[src/rtl/reset_sequencer.sv]
// Reset controller: async key assertion, synchronised release, programmable hold, then
// staggered per-domain release (reset[0] first). soft_req re-runs hold + stagger.
module reset_sequencer #(
  parameter int SYNC_STAGES = 2,
  parameter int HOLD_CYCLES = 16,
  parameter int NUM_RESETS  = 3,
  parameter int STAGGER     = 4
) (
  input  logic                  clk,
  input  logic                  key,
  input  logic                  soft_req,
  output logic [NUM_RESETS-1:0] reset,
  output logic                  ready
);

  localparam int CNT_MAX = (HOLD_CYCLES > STAGGER) ? HOLD_CYCLES : STAGGER;
  localparam int CW      = $clog2(CNT_MAX + 1);
  localparam int DW      = $clog2(NUM_RESETS + 1);

  localparam logic [CW-1:0] HOLD_END  = CW'(HOLD_CYCLES);
  localparam logic [CW-1:0] STAG_END  = (STAGGER > 0) ? CW'(STAGGER - 1) : '0;
  localparam logic [DW-1:0] DOM_LAST  = DW'(NUM_RESETS - 1);
  localparam bit            STAGGERED = (STAGGER > 0) && (NUM_RESETS > 1);

  typedef enum logic [1:0] {SYNC, HOLD, STAG, RUN} state_e;

  logic [SYNC_STAGES-1:0] sync_q;
  state_e                 state_q;
  logic [CW-1:0]          cnt_q;
  logic [DW-1:0]          dom_q;
  logic [NUM_RESETS-1:0]  reset_q;
  logic                   ready_q;

  logic                   sync_busy;
  logic [CW-1:0]          hold_cur;
  logic                   hold_done;

  // NOTE: key is the only async input, so it clears every flop directly; the synchroniser
  // only shapes its release, never its assertion.
  always_ff @(posedge clk or negedge key) begin
    if (!key) begin
      sync_q <= '1;
    end else begin
      // NOTE: sequential state always uses non-blocking assignments so every flop samples
      // pre-edge values regardless of statement order.
      sync_q <= {sync_q[SYNC_STAGES-2:0], 1'b0};
    end
  end

  assign sync_busy = sync_q[SYNC_STAGES-1];

  // The edge that leaves SYNC is already the first hold cycle after the synchronised release,
  // so it counts as 1; in HOLD the counter carries the cycles since the release or soft drop.
  always_comb begin
    hold_cur  = (state_q == SYNC) ? CW'(1) : cnt_q;
    hold_done = (hold_cur >= HOLD_END);
  end

  always_ff @(posedge clk or negedge key) begin
    if (!key) begin
      state_q <= SYNC;
      cnt_q   <= '0;
      dom_q   <= '0;
      reset_q <= '1;
      ready_q <= 1'b0;
    end else if (state_q != SYNC && soft_req) begin
      state_q <= HOLD;
      cnt_q   <= '0;
      dom_q   <= '0;
      reset_q <= '1;
      ready_q <= 1'b0;
    end else if ((state_q == SYNC && !sync_busy) || state_q == HOLD) begin
      if (!hold_done) begin
        state_q <= HOLD;
        cnt_q   <= hold_cur + CW'(1);
      end else if (STAGGERED) begin
        state_q    <= STAG;
        cnt_q      <= '0;
        dom_q      <= DW'(1);
        reset_q[0] <= 1'b0;
      end else begin
        state_q <= RUN;
        cnt_q   <= '0;
        reset_q <= '0;
        ready_q <= 1'b1;
      end
    end else if (state_q == STAG) begin
      if (cnt_q == STAG_END) begin
        cnt_q <= '0;
        for (int i = 0; i < NUM_RESETS; i++) begin
          if (dom_q == DW'(i)) reset_q[i] <= 1'b0;
        end
        if (dom_q == DOM_LAST) begin
          state_q <= RUN;
          ready_q <= 1'b1;
        end else begin
          dom_q <= dom_q + DW'(1);
        end
      end else begin
        cnt_q <= cnt_q + CW'(1);
      end
    end
  end

  assign reset = reset_q;
  assign ready = ready_q;

endmodule

[config.mk]
export PLATFORM = sky130hd
export DESIGN_NAME = reset_sequencer
export DESIGN_NICKNAME = d
export VERILOG_FILES = /design/src/rtl/reset_sequencer.sv
export SDC_FILE = /design/constraint.sdc
export NUM_CORES = 1
export LEC_CHECK = 0
export CAP_MARGIN = 15
export CORE_MARGIN = 2
export CORE_UTILIZATION = 50
export DETAILED_ROUTE_END_ITERATION = 10
export PLACE_DENSITY = 0.84
export SLEW_MARGIN = 20
export SYNTH_ARGS = -nofsm -noshare
export SYNTH_HDL_FRONTEND = slang
export SYNTH_SLANG_ARGS = --single-unit
[constraint.sdc]
create_clock -name clk -period 1.8 [get_ports clk]
set_input_delay 0.27 -clock clk [delete_from_list [all_inputs] [get_ports clk]]
set_output_delay 0.27 -clock clk [all_outputs]
set_load 0.03 [all_outputs]
==> impl_metrics.py, run 1 <==
metrics = {
    "worst_hold_path": {
        "worstHoldPathType": "input pin to async pin",
    },
    "finish": {
        "drive_gt1_share_pct": 25.2,
        "syn_to_final_growth_pct": 16.2,
        "final.fill_count": 144,
        "fin_nets": 116,
        "diodes": 0,
    },
    "place": {
        "gp_congestion": 0.868,
        "io_buffers": 6,
        "dp_hpwl_mm": 1.47,
    },
    "sta": {
        "rsz0062_at_grt": "false",
        "worst_clock_skew_ns": 0.000496,
        "clock.fmax_ghz": 0.566,
        "finalCritPeriodShare_pct": 98.2,
        "timing.setup.tns_ns": 0,
        "setup_viol": 0,
        "maxSlewViolCount": 0,
        "hold_viol": 0,
        "finalCriticalPeriod_ns": 1.77,
    },
    "critical_path": {
        "critPathBufInv": 1,
        "r2r_end": "cnt_q[2]",
        "worstRegToRegCells": 6,
        "worstSetupEndpointType": "output pin",
        "cp_top_family": "buffers and inverters",
        "path_class": "register to output pin",
        "start_kind": "register",
        "crit_required_ns": 1.53,
        "cp_max_fo": 2,
        "critPathSlowestCell": "clkdlybuf4s50_1",
        "path_cells": "clkdlybuf4s50_1",
        "startpoint": "reset[0]",
        "reg2reg_from": "cnt_q[0]",
        "r2r_slack_ns": 0.13,
        "slowest_delay_ns": 0.66,
        "worst_ep_arrival_time_ns": 1.50,
    },
    "detailed_routing": {
        "wire_per_inst_um": 15.4,
        "drc": 0,
        "drtPass1Iterations": 4,
        "routed_wl_mm": 2.03,
        "viasPerCell": 5.83,
        "ant_nets": 0,
        "initialDrtViolationCount": 14,
        "vias": 769,
    },
    "global_routing": {
        "grt_max_degree": 16,
        "grt_pass1_vias": 771,
        "grt-ovfl-total": 0,
        "grt_pass1_wl_mm": 3.46,
        "grt_use_total_pct": 23.0,
        "antenna_found_initial": 0,
    },
    "floorplan": {
        "start_util_pct": 53.9,
        "die_area_mm2": 0.00224,
        "die_height_um": 47.4,
        "fp.dieW_um": 47.4,
        "row_count": 15,
        "core_area_mm2": 0.00175,
        "io_pins": 7,
    },
    "yosys": {
        "syn-cell-area_um2": 941,
        "synthDistinctLibCells": 34,
        "synth_cells": 93,
        "synth_seq_cells": 15,
        "yosysSeqAreaShare_pct": 40.6,
        "yosys_warnings": 0,
        "postSynthAreaPerCell_um2": 10.1,
        "syn_nets": 101,
    },
    "clock_network": {
        "worstSkewPairLatency_ns": 0.29,
        "clk_pin_slew_ns": 0.09,
        "root_buffer": "clkbuf_4",
        "cts_num_sinks": 15,
        "ctsResizeCount": 0,
        "cts_buffers": 3,
        "h-tree-depth": 1,
        "post_cts_buffers": 0,
        "cts_buffer_depth": 2,
        "holdBufCountCts": 0,
        "cts_tree": "yes",
    },
    "power": {
        "fin_total_pwr_w": 0.000655,
        "p_leak_nw": 0.461,
        "ir_drop_mv": 0.488,
        "power.density_mw_per_mm2": 599,
    },
    "job": {
        "cap_violations": 0,
    },
    "run_status": {
        "status": "completed",
    },
}
cell type report:
class,instances,area (µm²),area share (%)
multi-input cells,69,509,46.6
flip-flops and latches,15,382,34.9
repair buffers,14,125,11.4
well taps,25,31.3,2.86
clock buffers,3,22.5,2.06
inverters,5,18.8,1.72
clock inverters,1,5.00,0.458
registers in the layout, summed over array words and instances, names as in the netlist:
name,flops
cnt_q,5
reset,3
dom_q,2
state_q,2
sync_q,2
ready,1
worst max path at each step:
| stage | end | slack (ns) | cells after the start |
|---|---|---|---|
| floorplan | cnt_q[2] | 0.03 | 8 |
| global placement | dom_q[1] | 0.19 | 5 |
| detailed placement | cnt_q[2] | 0.13 | 6 |
| CTS | reset[2] | 0.01 | 1 |
| global route | reset[0] | 0.01 | 1 |
| finish | reset[0] | 0.03 | 1 |
Yosys cell counts:
library cell  count  area share (%)
dfrtp_1          10              27
nand2_1           8             3.2
a21oi_1           5             2.7
dfstp_2           5              14
ha_1              5             6.6
inv_1             5             2.0
nor2b_1           5             3.3
a22o_1            4             3.7
o21ai_1           4             2.1
o2bb2ai_1         4             3.7
nand3_1           3             1.6
nor2_1            3             1.2
a22oi_1           2             1.6
a2bb2oi_2         2             3.2
buf_2             2             1.1
buf_6             2             2.4
nand2b_1          2             1.3
nor2_2            2             1.3
nor3_1            2             1.1
o22ai_1           2             1.3
o22ai_2           2             2.7
xor2_1            2             1.9
a21oi_2           1            0.93
a41oi_1           1            0.93
and2_1            1            0.67
and2b_1           1            0.80
conb_1            1            0.40
mux2i_1           1             1.1
nor3b_1           1            0.80
nor4b_4           1             2.5
o31a_1            1            0.93
o31ai_1           1            0.80
or2_2             1            0.67
xnor2_1           1            0.93
metal layers:
layer | routed length (µm) | GRT usage, % | up-vias
li1 | - | - | 366
met1 | 829 | 27.8 | 374
met2 | 1040 | 37.3 | 24
met3 | 118 | 3.85 | 5
met4 | 47 | 15.0 | 0
met5 | 0 | 0 | -
power by group:
group	total, W	internal, W	switching (W)
Clock	0.000199	0.0000829	0.000116
Sequential	0.000362	0.000352	0.0000106
Combinational	0.0000941	0.0000449	0.0000492
Total	0.000655	0.000480	0.000175
cells by family (layout without fill, tap and decap cells):
kind of cell / count (synthesis) / after routing / share of synthesized area (%)
buffers and inverters: 9 / 23 / 5.45
and+or+nand+nor: 30 / 30 / 18.5
AOI/OAI and AO/OA: 29 / 29 / 24.6
xor gates and xnor gates: 3 / 3 / 2.79
muxes: 1 / 1 / 1.06
adders and majority gates: 5 / 5 / 6.65
DFF: 15 / 15 / 40.6
other: 1 / 1 / 0.399
worst register-to-register path, cell delays in order (launching register included):
cell,delay (ns)
dfrtp_1,0.43
or2_2,0.32
ha_1,0.20
xor2_1,0.15
a22oi_1,0.19
o31ai_1,0.11
a22o_1,0.18
cell usage in the layout (no fill, tap or decap), types with 3 or more instances in the layout:
cell	instances
nand2_1	8
a22o_1	4
ha_1	5
dfstp_2	5
o2bb2ai_1	4
buf_4	8
a21oi_1	5
nor2_1	3
dfrtp_1	10
inv_1	5
o21ai_1	4
clkbuf_4	3
clkdlybuf4s50_1	4
nand3_1	3
nor2b_1	5
per-stage QoR:
stage | setup WS, ns | util [%] | instance area, µm² | std cells | hold slack (ns)
floorplan | 0.0253 | - | 941 | 93 | -0.0256
global placement | 0.186 | 60.7 | 1060 | 128 | 0.347
detailed placement | 0.128 | 60.7 | 1060 | 128 | 0.349
CTS | 0.0124 | 62.3 | 1090 | 132 | 0.294
global route | 0.0119 | 62.7 | 1090 | 132 | 0.328
finish | 0.0317 | 62.7 | 1090 | 132 | 0.282
(Power assumes the default switching activity.)
==> run 2: changes to the inputs <==
- PLACE_DENSITY: 0.84 -> 0.82
- clock period: 1.8 -> 2.25 ns (I/O delays scaled with it)
==> run 2 against run 1 <==
Against the previous run: power decreased by 21%; largest cell class unchanged; critical path type is now register to register; critical endpoint is now cnt_q[2]; die area stayed put; largest power group unchanged; sequential share of layout area grew 2.0 points; via count fell by 7.9%.
==> impl_metrics.py, run 2 (same netlist as run 1, synthesis figures left out) <==
metrics = {
    "clock_network": {
        "cts_tree": "yes",
        "cts_buffer_depth": 2,
        "ctsResizeCount": 0,
        "holdBufCountCts": 0,
        "clk_pin_slew_ns": 0.09,
        "root_buffer": "clkbuf_4",
        "h-tree-depth": 1,
        "worstSkewPairLatency_ns": 0.30,
        "post_cts_buffers": 0,
        "cts_num_sinks": 15,
        "cts_buffers": 3,
    },
    "place": {
        "io_buffers": 6,
        "gp_congestion": 0.864,
        "dpl.cell_count": 121,
        "dp_hpwl_mm": 1.39,
    },
    "critical_path": {
        "worstSetupEndpointType": "register",
        "crit_required_ns": 2.45,
        "r2r_slack_ns": 0.27,
        "path_class": "register to register",
        "cp_max_fo": 12,
        "path_cells": "nor2_2 > or2_2 > ha_1 > xor2_1 > a22oi_1 > o31ai_1 > a22o_1",
        "critPathSlowestCell": "dfrtp_1",
        "worst_ep_arrival_time_ns": 2.17,
        "slowest_delay_ns": 0.55,
        "start_kind": "register",
    },
    "finish": {
        "diodes": 0,
        "final.fill_count": 150,
        "syn_to_final_growth_pct": 9.97,
        "largest_register_ffs": 5,
        "layout_commonest_cell": "dfrtp_1",
        "most-common-layout-cells": "dfrtp_1, nand2_1, clkdlybuf4s50_1",
        "drive_gt1_share_pct": 19.0,
        "fin_nets": 109,
        "instances_no_fill": 125,
        "multi_input_area_um2": 508,
        "ff_latch_area_um2": 382,
        "fin_util_pct": 59.3,
        "regMostFlops": "cnt_q",
    },
    "sta": {
        "maxSlewViolCount": 0,
        "rsz0062_at_grt": "false",
        "slew_headroom_pct": 54.4,
        "worst_pin_slew_ns": 0.682,
        "setup_viol": 0,
        "finalCriticalPeriod_ns": 1.98,
        "hold_viol": 0,
        "timing.setup.tns_ns": 0,
        "clock.fmax_ghz": 0.506,
        "worst_clock_skew_ns": 0.00604,
        "finalCritPeriodShare_pct": 87.9,
    },
    "detailed_routing": {
        "initialDrtViolationCount": 26,
        "drc": 0,
        "viasPerCell": 5.66,
        "vias": 708,
        "wire_per_inst_um": 14.9,
        "routed_wl_mm": 1.87,
        "ant_nets": 0,
        "drtPass1Iterations": 4,
    },
    "floorplan": {
        "fp.dieW_um": 47.4,
        "row_count": 15,
        "die_height_um": 47.4,
        "core_area_mm2": 0.00175,
        "die_area_mm2": 0.00224,
        "start_util_pct": 53.9,
        "io_pins": 7,
    },
    "global_routing": {
        "grt_use_total_pct": 20.5,
        "grt_max_degree": 16,
        "grt_pass1_wl_mm": 3.08,
        "grt-ovfl-total": 0,
        "antenna_found_initial": 0,
        "grt_pass1_vias": 689,
    },
    "run_status": {
        "status": "completed",
    },
    "power": {
        "power.density_mw_per_mm2": 502,
        "ir_drop_mv": 0.356,
        "p_leak_nw": 0.425,
    },
    "job": {
        "cap_violations": 0,
    },
    "worst_hold_path": {
        "worstHoldPathType": "register to register",
    },
}
run 2: cell types whose count changed in the layout (fill, tap and decap cells not counted):
| cell | before | now |
|---|---|---|
| dlymetal6s2s_1 | 2 | 0 |
| and2_2 | 1 | 0 |
| clkdlybuf4s50_1 | 4 | 6 |
| buf_4 | 8 | 1 |
| and2_1 | 0 | 1 |
run 2: critical path: cells and delay by family (launching register included):
kind / cells / cell delay, ns
adder cells (fa/ha/maj): 1 / 0.21
AO/OA/AOI/OAI: 3 / 0.53
AND/OR/NAND/NOR: 2 / 0.44
XOR/XNOR: 1 / 0.15
flip-flops: 1 / 0.55
run 2: area by class of cell:
cell class / count / share of cell area, %
tap: 25 / 3.02
multi-input combinational: 69 / 49.1
inverter: 5 / 1.81
clock buffer: 3 / 2.18
timing repair buffer: 7 / 6.53
sequential: 15 / 36.9
clock inverter: 1 / 0.484
run 2: path summary, 6_finish.rpt:
path                               to        from  depth (start not counted)
setup reg to reg             cnt_q[2]  state_q[0]                          7
setup / recovery             cnt_q[2]  state_q[0]                          7
min in group asynchronous    cnt_q[0]         key                          1
hold / removal              sync_q[1]   sync_q[0]                          0
hold reg to reg             sync_q[1]   sync_q[0]                          0
max in group asynchronous  state_q[1]         key                          1
run 2: report_power, final:
part           internal (W)  switching, W
Sequential         0.000281     0.0000113
Combinational     0.0000311     0.0000354
Clock             0.0000664     0.0000934
Total              0.000379      0.000140
run 2: through the flow:
stage	hold slack, ns	total power [W]	area, µm²	setup slack, ns
4_1_cts	0.368	0.000524	1030	0.283
5_1_grt	0.369	0.000545	1030	0.133
3_5_place_dp	0.355	0.000364	1010	0.323
6_report	0.367	0.000519	1030	0.272
3_3_place_gp	0.346	0.000360	1010	0.431
2_1_floorplan	0.0419	0.000343	941	0.475
run 2: routing by layer:
layer	track usage [%]	vias up	part of all wire, %
met1	23.7	332	43
met2	34.3	22	49
met4	7.78	0	1.6
li1	-	349	-
met3	7.69	5	6.2
met5	0	-	0
==> run 3: changes to the inputs <==
- CORE_UTILIZATION: 50 -> 60
- PLACE_DENSITY: 0.82 -> 0.93
==> run 3 against run 2 <==
Against the previous run: via count is 1.8% higher; die area is 15% lower; first-iteration DRC count is 58% lower; cell count is 6.4% lower; critical path depth stayed put; clock skew is 0.0031 ns lower; critical path type unchanged; largest cell class unchanged; largest power group unchanged.
==> impl_metrics.py, run 3 (same netlist as run 1, synthesis figures left out) <==
metrics = {
    "sta": {
        "setup_viol": 0,
        "worst_pin_slew_ns": 0.683,
        "rsz0062_at_grt": "false",
        "maxSlewViolCount": 0,
        "hold_viol": 0,
        "worst_clock_skew_ns": 0.00299,
        "slew_headroom_pct": 54.3,
        "clock.fmax_ghz": 0.525,
        "holdWs_ns": 0.360,
        "finalCriticalPeriod_ns": 1.91,
        "timing.setup.tns_ns": 0,
        "finalCritPeriodShare_pct": 84.7,
    },
    "global_routing": {
        "grt_max_degree": 16,
        "grt_pass1_wl_mm": 3.26,
        "grt-ovfl-total": 0,
        "grt_pass1_vias": 728,
        "antenna_found_initial": 0,
        "grt_use_total_pct": 24.1,
    },
    "worst_hold_path": {
        "hp-start": "sync_q[0]",
        "hold_depth": 0,
        "worstHoldPathType": "register to register",
        "worstHoldEndpoint": "sync_q[1]",
    },
    "finish": {
        "most-common-layout-cells": "dfrtp_1, nand2_1, clkdlybuf4s50_1",
        "fin_nets": 110,
        "largest_register_ffs": 5,
        "regMostFlops": "cnt_q",
        "drive_gt1_share_pct": 18.8,
        "syn_to_final_growth_pct": 9.44,
        "final.fill_count": 111,
        "fin_util_pct": 69.2,
        "diodes": 0,
        "layout_commonest_cell": "dfrtp_1",
    },
    "power": {
        "seqPwrFrac_pct": 57.5,
        "pwr-share-clk_pct": 29.5,
        "combPwrFrac_pct": 13.0,
        "p_switching_w": 0.000128,
        "ir_drop_mv": 0.369,
        "netSwitchingFraction_pct": 25.2,
        "power.internal_w": 0.000381,
        "p_leak_nw": 0.428,
        "power.density_mw_per_mm2": 495,
    },
    "floorplan": {
        "fp.dieW_um": 43.6,
        "die_area_mm2": 0.00190,
        "io_pins": 7,
        "die_height_um": 43.6,
        "row_count": 14,
        "start_util_pct": 63.2,
        "core_area_mm2": 0.00149,
    },
    "critical_path": {
        "startpoint": "state_q[0]",
        "critPathSlowestCell": "dfrtp_1",
        "cp_max_fo": 12,
        "path_cells": "nor2_2 > or2_2 > ha_1 > xor2_1 > a22oi_1 > o31ai_1 > a22o_1",
        "reg2reg_from": "state_q[0]",
        "path_class": "register to register",
        "start_kind": "register",
        "cp_top_family": "flip-flops",
        "worstSetupEndpointType": "register",
        "slowest_delay_ns": 0.54,
        "critPathBufInv": 0,
        "worstRegToRegCells": 7,
        "crit_required_ns": 2.42,
        "r2r_end": "cnt_q[2]",
        "r2r_slack_ns": 0.34,
        "worst_ep_arrival_time_ns": 2.08,
    },
    "detailed_routing": {
        "drc": 0,
        "wire_per_inst_um": 15.5,
        "vias": 721,
        "initialDrtViolationCount": 11,
        "viasPerCell": 6.16,
        "routed_wl_mm": 1.82,
        "drtPass1Iterations": 4,
        "ant_nets": 0,
    },
    "clock_network": {
        "cts_num_sinks": 15,
        "holdBufCountCts": 0,
        "root_buffer": "clkbuf_4",
        "worstSkewPairLatency_ns": 0.28,
        "cts_tree": "yes",
        "post_cts_buffers": 0,
        "cts_buffers": 3,
        "cts_buffer_depth": 2,
        "clk_pin_slew_ns": 0.09,
        "ctsResizeCount": 0,
        "h-tree-depth": 1,
    },
    "place": {
        "dp_hpwl_mm": 1.37,
        "io_buffers": 6,
        "gp_congestion": 0.852,
    },
    "run_status": {
        "status": "completed",
    },
    "job": {
        "cap_violations": 0,
    },
}
-- run 3: changes by cell type in the layout (fill, tap and decap cells not counted) --
| cell | delta |
|---|---|
| clkbuf_1 | +1 |
| clkinv_2 | -1 |
| buf_4 | +1 |
-- run 3: worst max path at each step --
stage	to	cells after the start	slack (ns)
6_report	cnt_q[2]	7	0.34
5_1_grt	cnt_q[2]	7	0.21
3_5_place_dp	cnt_q[2]	7	0.35
2_1_floorplan	cnt_q[2]	8	0.48
4_1_cts	cnt_q[2]	7	0.33
3_3_place_gp	cnt_q[2]	7	0.44
-- run 3: metal layers --
| layer | global-route usage (%) | vias to the layer above | routed length (µm) | part of all wire (%) |
|---|---|---|---|---|
| li1 | - | 350 | - | - |
| met1 | 27.8 | 340 | 755 | 42 |
| met2 | 42.9 | 24 | 934 | 51 |
| met3 | 2.92 | 7 | 79 | 4.3 |
| met4 | 12.7 | 0 | 49 | 2.7 |
| met5 | 0 | - | 0 | 0 |
-- run 3: power groups by stage --
stage	registers, W	logic [W]	clock network (W)
after floorplan	0.000295	0.0000484	0
after global placement	0.000297	0.0000634	0
after detailed placement	0.000298	0.0000670	0
after CTS	0.000293	0.0000673	0.000160
after global routing	0.000295	0.0000761	0.000166
final	0.000293	0.0000661	0.000151
-- run 3: layout make-up --
class | instances | area (µm²) | share of cell area, %
inverters | 5 | 18.8 | 1.82
flip-flops and latches | 15 | 382 | 37.1
repair buffers | 8 | 75.1 | 7.29
clock buffers | 4 | 26.3 | 2.55
multi-input cells | 69 | 508 | 49.3
well taps | 16 | 20.0 | 1.94
-- run 3: through the flow --
step | instance area, µm² | cells | total power (W) | setup WS [ns]
after floorplan | 941 | 93 | 0.000343 | 0.475
after global placement | 1000 | 113 | 0.000360 | 0.440
after detailed placement | 1000 | 113 | 0.000365 | 0.350
after CTS | 1030 | 117 | 0.000520 | 0.330
after global routing | 1030 | 117 | 0.000537 | 0.213
final | 1030 | 117 | 0.000510 | 0.344
-- run 3: worst reg2reg max path, delay by kind of cell, from the launching register on --
kind / cells / cell delay, ns
and+or+nand+nor: 2 / 0.43
AOI/OAI and AO/OA: 3 / 0.48
adders and majority gates: 1 / 0.20
xor gates and xnor gates: 1 / 0.14
DFF: 1 / 0.54
==> RTL edit (config.mk and constraints of run 1) <==
The parameter `NUM_RESETS` goes from 3 to 2.
--- a/src/rtl/reset_sequencer.sv
+++ b/src/rtl/reset_sequencer.sv
@@ -5,3 +5,3 @@
   parameter int HOLD_CYCLES = 16,
-  parameter int NUM_RESETS  = 3,
+  parameter int NUM_RESETS  = 2,
   parameter int STAGGER     = 4
Ports: changed (resized reset); port bits go from 7 to 6. No check against the original RTL was run, so the function may have changed too.
==> RTL edit against run 1 <==
- critical path depth is 4 higher
- via count is 5.9% lower
- non-clock buffer count is 3 lower
- sequential power is 6.1% lower
- maximum frequency is 3.5% higher
- worst setup slack better by 0.059 ns
- sequential cell count is 1 lower
- synthesized area is 6.2% lower
- power is 0.26% lower
- cell count is 9.1% lower
- routed wire length is 6.1% lower
- design area is 7.0% lower
- clock power is 17% higher
- global-route usage is 2.2 points lower
==> RTL edit: results <==
{
  "outcome": "completed",
  "dp_hpwl_mm": 1.29,
  "fillerInstances": 154,
  "place_area_um2": 973,
  "synth_commonest_cells": "10 x dfrtp_1, 8 x a21oi_1, 7 x nand2_1",
  "grt_pass1_vias": 694,
  "drt-total-wl_mm": 1.91,
  "crit_slowest_cell": "or4b_4",
  "yosys-top-cells-area": "dfrtp_1 28%, dfstp_2 12%, ha_1 5.7%, a21oi_1 4.5%, nor2b_1 3.5%",
  "ir_drop_uv": 410,
  "fin_skew_ns": 0.00675,
  "r2r_slack_ns": 0.09,
  "grt_pass1_wl_mm": 3.06,
  "avgSynthCellArea_um2": 9.59,
  "rr_endpoint": "dom_q[1]$_DFFE_PN0P_",
  "grt_usage_pct": 20.8,
  "routabilityCongestion": 0.852,
  "num_vias": 724,
  "cp_max_fo": 5,
  "drive_gt1_share_pct": 21.4,
  "max_stage_delay_ns": 0.52,
  "critPathTopFamily": "simple AND/OR/NAND/NOR gates",
  "port_buffers": 5,
  "worstPathArrival_ns": 1.92,
  "cts_made_buffers": 3,
  "syn_nets": 99,
  "netlist-cell-type-count": 41,
  "r2r_cells": 5,
  "wl_per_cell_um": 15.9,
  "p_switching_mw": 0.165,
  "hp-class": "in2async",
  "whs_ns": 0.361,
  "p_leak_nw": 0.447,
  "ys_seq_area_share_pct": 40.3
}
-- RTL edit: power by group through the flow --
stage / Combinational [mW] / Sequential, mW / Clock, mW
after floorplan: 0.0600 / 0.339 / 0
after global placement: 0.0752 / 0.344 / 0
after detailed placement: 0.0788 / 0.345 / 0
after CTS: 0.0820 / 0.340 / 0.233
after global routing: 0.0891 / 0.342 / 0.250
final: 0.0812 / 0.340 / 0.232
-- RTL edit: cell type report --
cell class,count,share of cell area [%]
Clock buffer,4,3.57
Inverter,5,1.85
Multi-Input combinational cell,69,47.7
Sequential cell,14,34.9
Tap cell,17,2.09
Timing Repair Buffer,11,9.84
-- RTL edit: kinds of logic after synthesis --
kind of cell | count (synthesis) | share of synthesized area [%]
DFF | 14 | 40.3
AOI/OAI and AO/OA | 26 | 20.1
other | 1 | 0.425
buffers and inverters | 9 | 4.96
adders and majority gates | 4 | 5.67
muxes | 2 | 2.27
and+or+nand+nor | 33 | 23.3
xor gates and xnor gates | 3 | 2.98
-- RTL edit: worst max-delay path by stage --
stage	slack [ns]	endpoint	startpoint
after detailed placement	0.07	cnt_q[4]$_DFFE_PN0P_	state_q[0]$_DFFE_PN0P_
after global placement	0.12	cnt_q[4]$_DFFE_PN0P_	state_q[0]$_DFFE_PN0P_
after floorplan	0.02	cnt_q[4]$_DFFE_PN0P_	state_q[0]$_DFFE_PN0P_
after global routing	-0.005	cnt_q[4]$_DFFE_PN0P_	state_q[0]$_DFFE_PN0P_
after CTS	0.02	reset[1]	reset[1]$_DFFE_PN1P_
final	0.09	dom_q[1]$_DFFE_PN0P_	cnt_q[1]$_DFFE_PN0P_
-- RTL edit: what timing repair did --
action / CTS / global route
gates resized for setup: 0 / 3
setup endpoints to repair: 0 / 3
buffers inserted: 0 / 0
hold endpoints to repair: 0 / 0
-- RTL edit: per-layer routing --
layer | GRT usage [%] | part of all wire (%) | up-vias
met5 | 0 | 0 | -
met4 | 9.71 | 1.5 | 0
met3 | 3.57 | 4.8 | 4
met2 | 34.4 | 50 | 21
met1 | 26.0 | 43 | 352
li1 | - | - | 347
